[src/rtl/pipeline_ctrl.sv]
// Stall/flush controller for the 5-stage pipeline.
// Handles load-use, taken branches and multi-cycle MEM accesses.
module pipeline_ctrl #(
  parameter int REG_ADDR_W  = 5,
  parameter int MEM_TIMEOUT = 15
) (
  input  logic                  clk,
  input  logic                  rst_n,
  input  logic [REG_ADDR_W-1:0] id_rs,
  input  logic [REG_ADDR_W-1:0] id_rt,
  input  logic                  id_uses_rt,
  input  logic                  ex_mem_read,
  input  logic [REG_ADDR_W-1:0] ex_rd,
  input  logic                  ex_branch_taken,
  input  logic                  mem_req,
  input  logic                  mem_ack,
  output logic                  pc_we,
  output logic                  if_id_we,
  output logic                  id_ex_we,
  output logic                  ex_mem_we,
  output logic                  mem_wb_we,
  output logic                  if_id_flush,
  output logic                  id_ex_flush,
  output logic                  mem_wb_flush,
  output logic [15:0]           stall_cycles,
  output logic                  mem_timeout
);

  localparam int CW = $clog2(MEM_TIMEOUT + 1);
  localparam logic [CW-1:0] TO = CW'(MEM_TIMEOUT);

  typedef enum logic [1:0] {RUN, MEM_WAIT, ERROR} state_t;

  state_t        state, state_nx;
  logic [CW-1:0] wait_cnt, wait_nx;
  logic          hazard, freeze, br_act, lu_act;

  always_comb begin
    hazard = ex_mem_read && (ex_rd != '0) &&
             ((ex_rd == id_rs) ||
              (id_uses_rt && (ex_rd == id_rt)));
    state_nx = state;
    wait_nx  = wait_cnt;
    freeze   = 1'b0;
    br_act   = 1'b0;
    lu_act   = 1'b0;
    unique case (state)
      RUN: begin
        if (mem_req && !mem_ack) begin
          freeze   = 1'b1;
          state_nx = MEM_WAIT;
          wait_nx  = CW'(1);
        end else begin
          br_act = ex_branch_taken;
          lu_act = !ex_branch_taken && hazard;
        end
      end
      MEM_WAIT: begin
        if (!mem_ack) begin
          freeze = 1'b1;
          if (wait_cnt == TO) state_nx = ERROR;
          else wait_nx = wait_cnt + CW'(1);
        end else begin
          state_nx = RUN;
          wait_nx  = '0;
          br_act   = ex_branch_taken;
          lu_act   = !ex_branch_taken && hazard;
        end
      end
      ERROR: freeze = 1'b1;
      default: begin
        freeze   = 1'b1;
        state_nx = RUN;
      end
    endcase
  end

  always_comb begin
    pc_we        = 1'b1;
    if_id_we     = 1'b1;
    id_ex_we     = 1'b1;
    ex_mem_we    = 1'b1;
    mem_wb_we    = 1'b1;
    if_id_flush  = 1'b0;
    id_ex_flush  = 1'b0;
    mem_wb_flush = 1'b0;
    if (!rst_n) begin
      pc_we     = 1'b0;
      if_id_we  = 1'b0;
      id_ex_we  = 1'b0;
      ex_mem_we = 1'b0;
      mem_wb_we = 1'b0;
    end else if (freeze) begin
      pc_we        = 1'b0;
      if_id_we     = 1'b0;
      id_ex_we     = 1'b0;
      ex_mem_we    = 1'b0;
      mem_wb_we    = 1'b0;
      mem_wb_flush = 1'b1;
    end else if (br_act) begin
      if_id_flush = 1'b1;
      id_ex_flush = 1'b1;
    end else if (lu_act) begin
      pc_we       = 1'b0;
      if_id_we    = 1'b0;
      id_ex_flush = 1'b1;
    end
  end

  always_ff @(posedge clk or negedge rst_n) begin
    if (!rst_n) begin
      state        <= RUN;
      wait_cnt     <= '0;
      stall_cycles <= '0;
      mem_timeout  <= 1'b0;
    end else begin
      state    <= state_nx;
      wait_cnt <= wait_nx;
      if (state_nx == ERROR) mem_timeout <= 1'b1;
      if (state != ERROR && !pc_we && stall_cycles != 16'hFFFF)
        stall_cycles <= stall_cycles + 16'd1;
    end
  end

endmodule

[config.mk]
export PLATFORM = sky130hd
export DESIGN_NAME = pipeline_ctrl
export DESIGN_NICKNAME = d
export VERILOG_FILES = /design/src/rtl/pipeline_ctrl.sv
export SDC_FILE = /design/constraint.sdc
export NUM_CORES = 1
export LEC_CHECK = 0
export BUFFER_PORTS_ARGS = -buffer_cell sky130_fd_sc_hd__buf_2
export CORE_MARGIN = 3
export CORE_UTILIZATION = 50
export DETAILED_ROUTE_END_ITERATION = 6
export GPL_ROUTABILITY_DRIVEN = 0
export PLACE_DENSITY_LB_ADDON = 0.25
export SYNTH_ARGS = -nofsm -noshare
export SYNTH_HDL_FRONTEND = slang
export SYNTH_SLANG_ARGS = --single-unit
[constraint.sdc]
create_clock -name clk -period 2.35 [get_ports clk]
set_input_delay 0.1175 -clock clk [delete_from_list [all_inputs] [get_ports clk]]
set_output_delay 0.1175 -clock clk [all_outputs]
set_load 0.005 [all_outputs]
==> metrics.md <==
| Metric | Value |
|---|---|
| Pwr/cell area | 671 nW/µm² |
| Asr flop ratio synth | 100% |
| Library cells used by synthesis | 43 |
| Top FF cell, synth | dfrtp_1 |
| Final hold vios | 0 |
| Cell area after layout | 1730 µm² |
| Multiplexer share of the synthesized area | 1.58% |
| Pleak | 0.801 nW |
| Tcrit/Tclk final | 91.1% |
| Tmin final | 2140 ps |
| Antenna Cells | 0 |
| Worst-skew pair later-pin latency | 320 ps |
| Commonest non-fill, non-tap cell in the layout | buf_2 |
| Die height | 59.3 µm |
| Peak VDD IR | 0.909 mV |
| Power Total | 1.16 mW |
| Vias in the first global route | 1,145 |
| Longest Clk Path Bufs | 2 |
| Sequential fraction of design power | 52.5% |
| Pre-CTS WS | 206 ps |
| Xor/xnor cell area share of the yosys netlist | 15.4% |
| Sum Neg Setup Slack | 0 ps |
| Synth warnings | 0 |
| Post-route setup slack | 210 ps |
| Share of layout cells above drive strength 1 | 36.3% |
| Core Area | 2590 µm² |
| Post-synthesis simple-gate area fraction | 29.9% |
| CTS sink cnt | 23 |
| Worst-Margin Slew | 356 ps |
| Synth Area in Compound Gates | 6.68% |
| Main combinational cell family by area after synthesis | simple AND/OR/NAND/NOR gates |
| Synth Instances | 145 |
| Commonest non-fill, non-tap cells in the layout | buf_2 (46), dfrtp_1 (23), xor2_1 (22) |
| # placed instances | 218 |
| Clock skew | 7.06 ps |
| Fillcell total | 211 |
| Pin count of the biggest net entering global routing | 25 |
| Via-to-Cell Ratio | 5.61 |
| Switching share of power | 35.8% |
| Num CTS Buffers | 3 |
| IO Pins | 47 |
| Cell area after placement | 1680 µm² |
| Global-route wire length before repair | 4950 µm |
| GRT overflow | 0 |
| Synth-to-layout area growth | 21.3% |
| Syn nets | 169 |
| Site row count | 18 |
| CTS tree | built |
| Post-synth EDFFs | 0 |
| Clk pwr share | 16.0% |
| DRT Pass-1 Iters | 4 |
| Clock slew at reported path FFs | 130 ps |
| Fmax | 467 MHz |
| Post-route ant nets | 0 |
| Port Buf Inserts | 46 |
| Final Max Tran Viols | 0 |
| Comb power frac | 31.5% |
| Final setup viols | 0 |
| Die width | 59.3 µm |
| Worst Hold Class | primary input to register |
| Required time of the critical path | 2600 ps |
| Starting Density | 54.9% |
| Total track usage | 18.3% |
| Nets | 218 |
| Arr. time, crit path | 2390 ps |
| Post-Route WL | 3160 µm |
| Syn_area_per_cell | 9.81 µm² |
| Post-Layout Cell Count | 223 |
| Wire per inst | 14.1 µm |
| Antenna violations before repair | 0 |
| CP peak stage delay | 460 ps |
| Crit path kind | register to register |
| Hold_ws | 141 ps |
| Adder-cell share of the synthesized area | 1.76% |
| Sequential area share after synthesis | 40.5% |
| #FFs+latches synth | 23 |
| P_int | 744 µW |
| Worst-path cell chain | ha_1 -> nand4_2 -> nor4b_2 -> or4_1 -> or3_4 -> nor3_2 -> xor2_1 |
| Slowest CP cell | or4_1 |
| Detailed Route Iter0 Violations | 47 |
| Startpoint types | register |
| Post-Syn Area | 1420 µm² |
| Max_cap viols | 0 |
| DIE AREA | 3520 µm² |
| # DRC | 0 |
| Slew HR | 76.3% |
| Crit-path max FO | 4 |
| DP HPWL | 2500 µm |
| RSZ-0062 raised after global routing | false |
| Finished Core Util | 66.6% |
| Status | completed |
| H-tree Lvls | 1 |
| Root Buffer | clkbuf_4 |
| Total vias in the final route | 1,252 |
| Worst Setup End Kind | register |
| Net load switching power | 414 µW |
[sequential cells by signal, indices dropped and copies added (netlist names)]
signal	cells
mem_timeout	1
state	2
wait_cnt	4
stall_cycles	16
[area by class of cell]
class,instances,area (µm²),area share [%]
clock buffers,4,26.3,1.52
inverters,2,7.51,0.435
multi-input cells,111,793,46.0
flip-flops and latches,23,576,33.4
well taps,30,37.5,2.18
repair buffers,53,285,16.5
[logic make-up (layout without fill, tap and decap cells)]
family	count (synthesis)	count (layout)
muxes	2	2
xor gates and xnor gates	25	25
DFF	23	23
AOI/OAI and AO/OA	15	15
adders and majority gates	2	2
buffers and inverters	11	59
and+or+nand+nor	67	67
[critical path: cells and delay by family (launching register included)]
family	cells	cell delay, ps
AND/OR/NAND/NOR	5	1250
flip-flops	1	430
adder cells (fa/ha/maj)	1	240
XOR/XNOR	1	160
[routing by layer]
layer | routed length, µm | GRT usage [%] | up-vias | part of all wire (%)
met5 | 0 | 0 | - | 0
li1 | - | - | 604 | -
met2 | 1610 | 30.9 | 30 | 51
met3 | 133 | 3.92 | 7 | 4.2
met1 | 1380 | 23.4 | 611 | 44
met4 | 36 | 5.50 | 0 | 1.1
[cell usage after synthesis, types with 4 or more instances]
cell type	instances	area share [%]
nor2_1	8	2.1
nor3_1	7	2.5
dfrtp_1	23	40
nand3_1	5	1.8
xor2_1	22	14
nand2_1	9	2.4
nand4_1	9	4.0
o21ai_0	5	1.8
buf_4	4	2.1
[final timing paths]
path | from | endpoint | slack [ps] | cells after the start
worst min register to register | mem_timeout | mem_timeout | 480 | 1
min in group asynchronous | rst_n | stall_cycles[7] | 330 | 3
worst max register to register | stall_cycles[0] | stall_cycles[15] | 210 | 7
max in group asynchronous | rst_n | stall_cycles[4] | 1770 | 3
worst min-delay path | mem_req | state[0] | 140 | 3
worst max-delay path | stall_cycles[0] | stall_cycles[15] | 210 | 7
[power groups by stage]
stage                     sequential [mW]  clock (mW)  combinational (mW)
after floorplan                     0.604           0               0.199
after global placement              0.607           0               0.356
after detailed placement            0.613           0               0.366
after CTS                           0.605       0.190               0.368
after global routing                0.623       0.203               0.411
final                               0.608       0.185               0.364
[timing repair]
item,CTS,global route
resized for setup,0,1
hold buffers,1,0
endpoints found under the hold margin,23,0
setup buffers,0,0
endpoints found under the setup margin,0,1
Note: power is estimated with default switching activity, not from simulation.
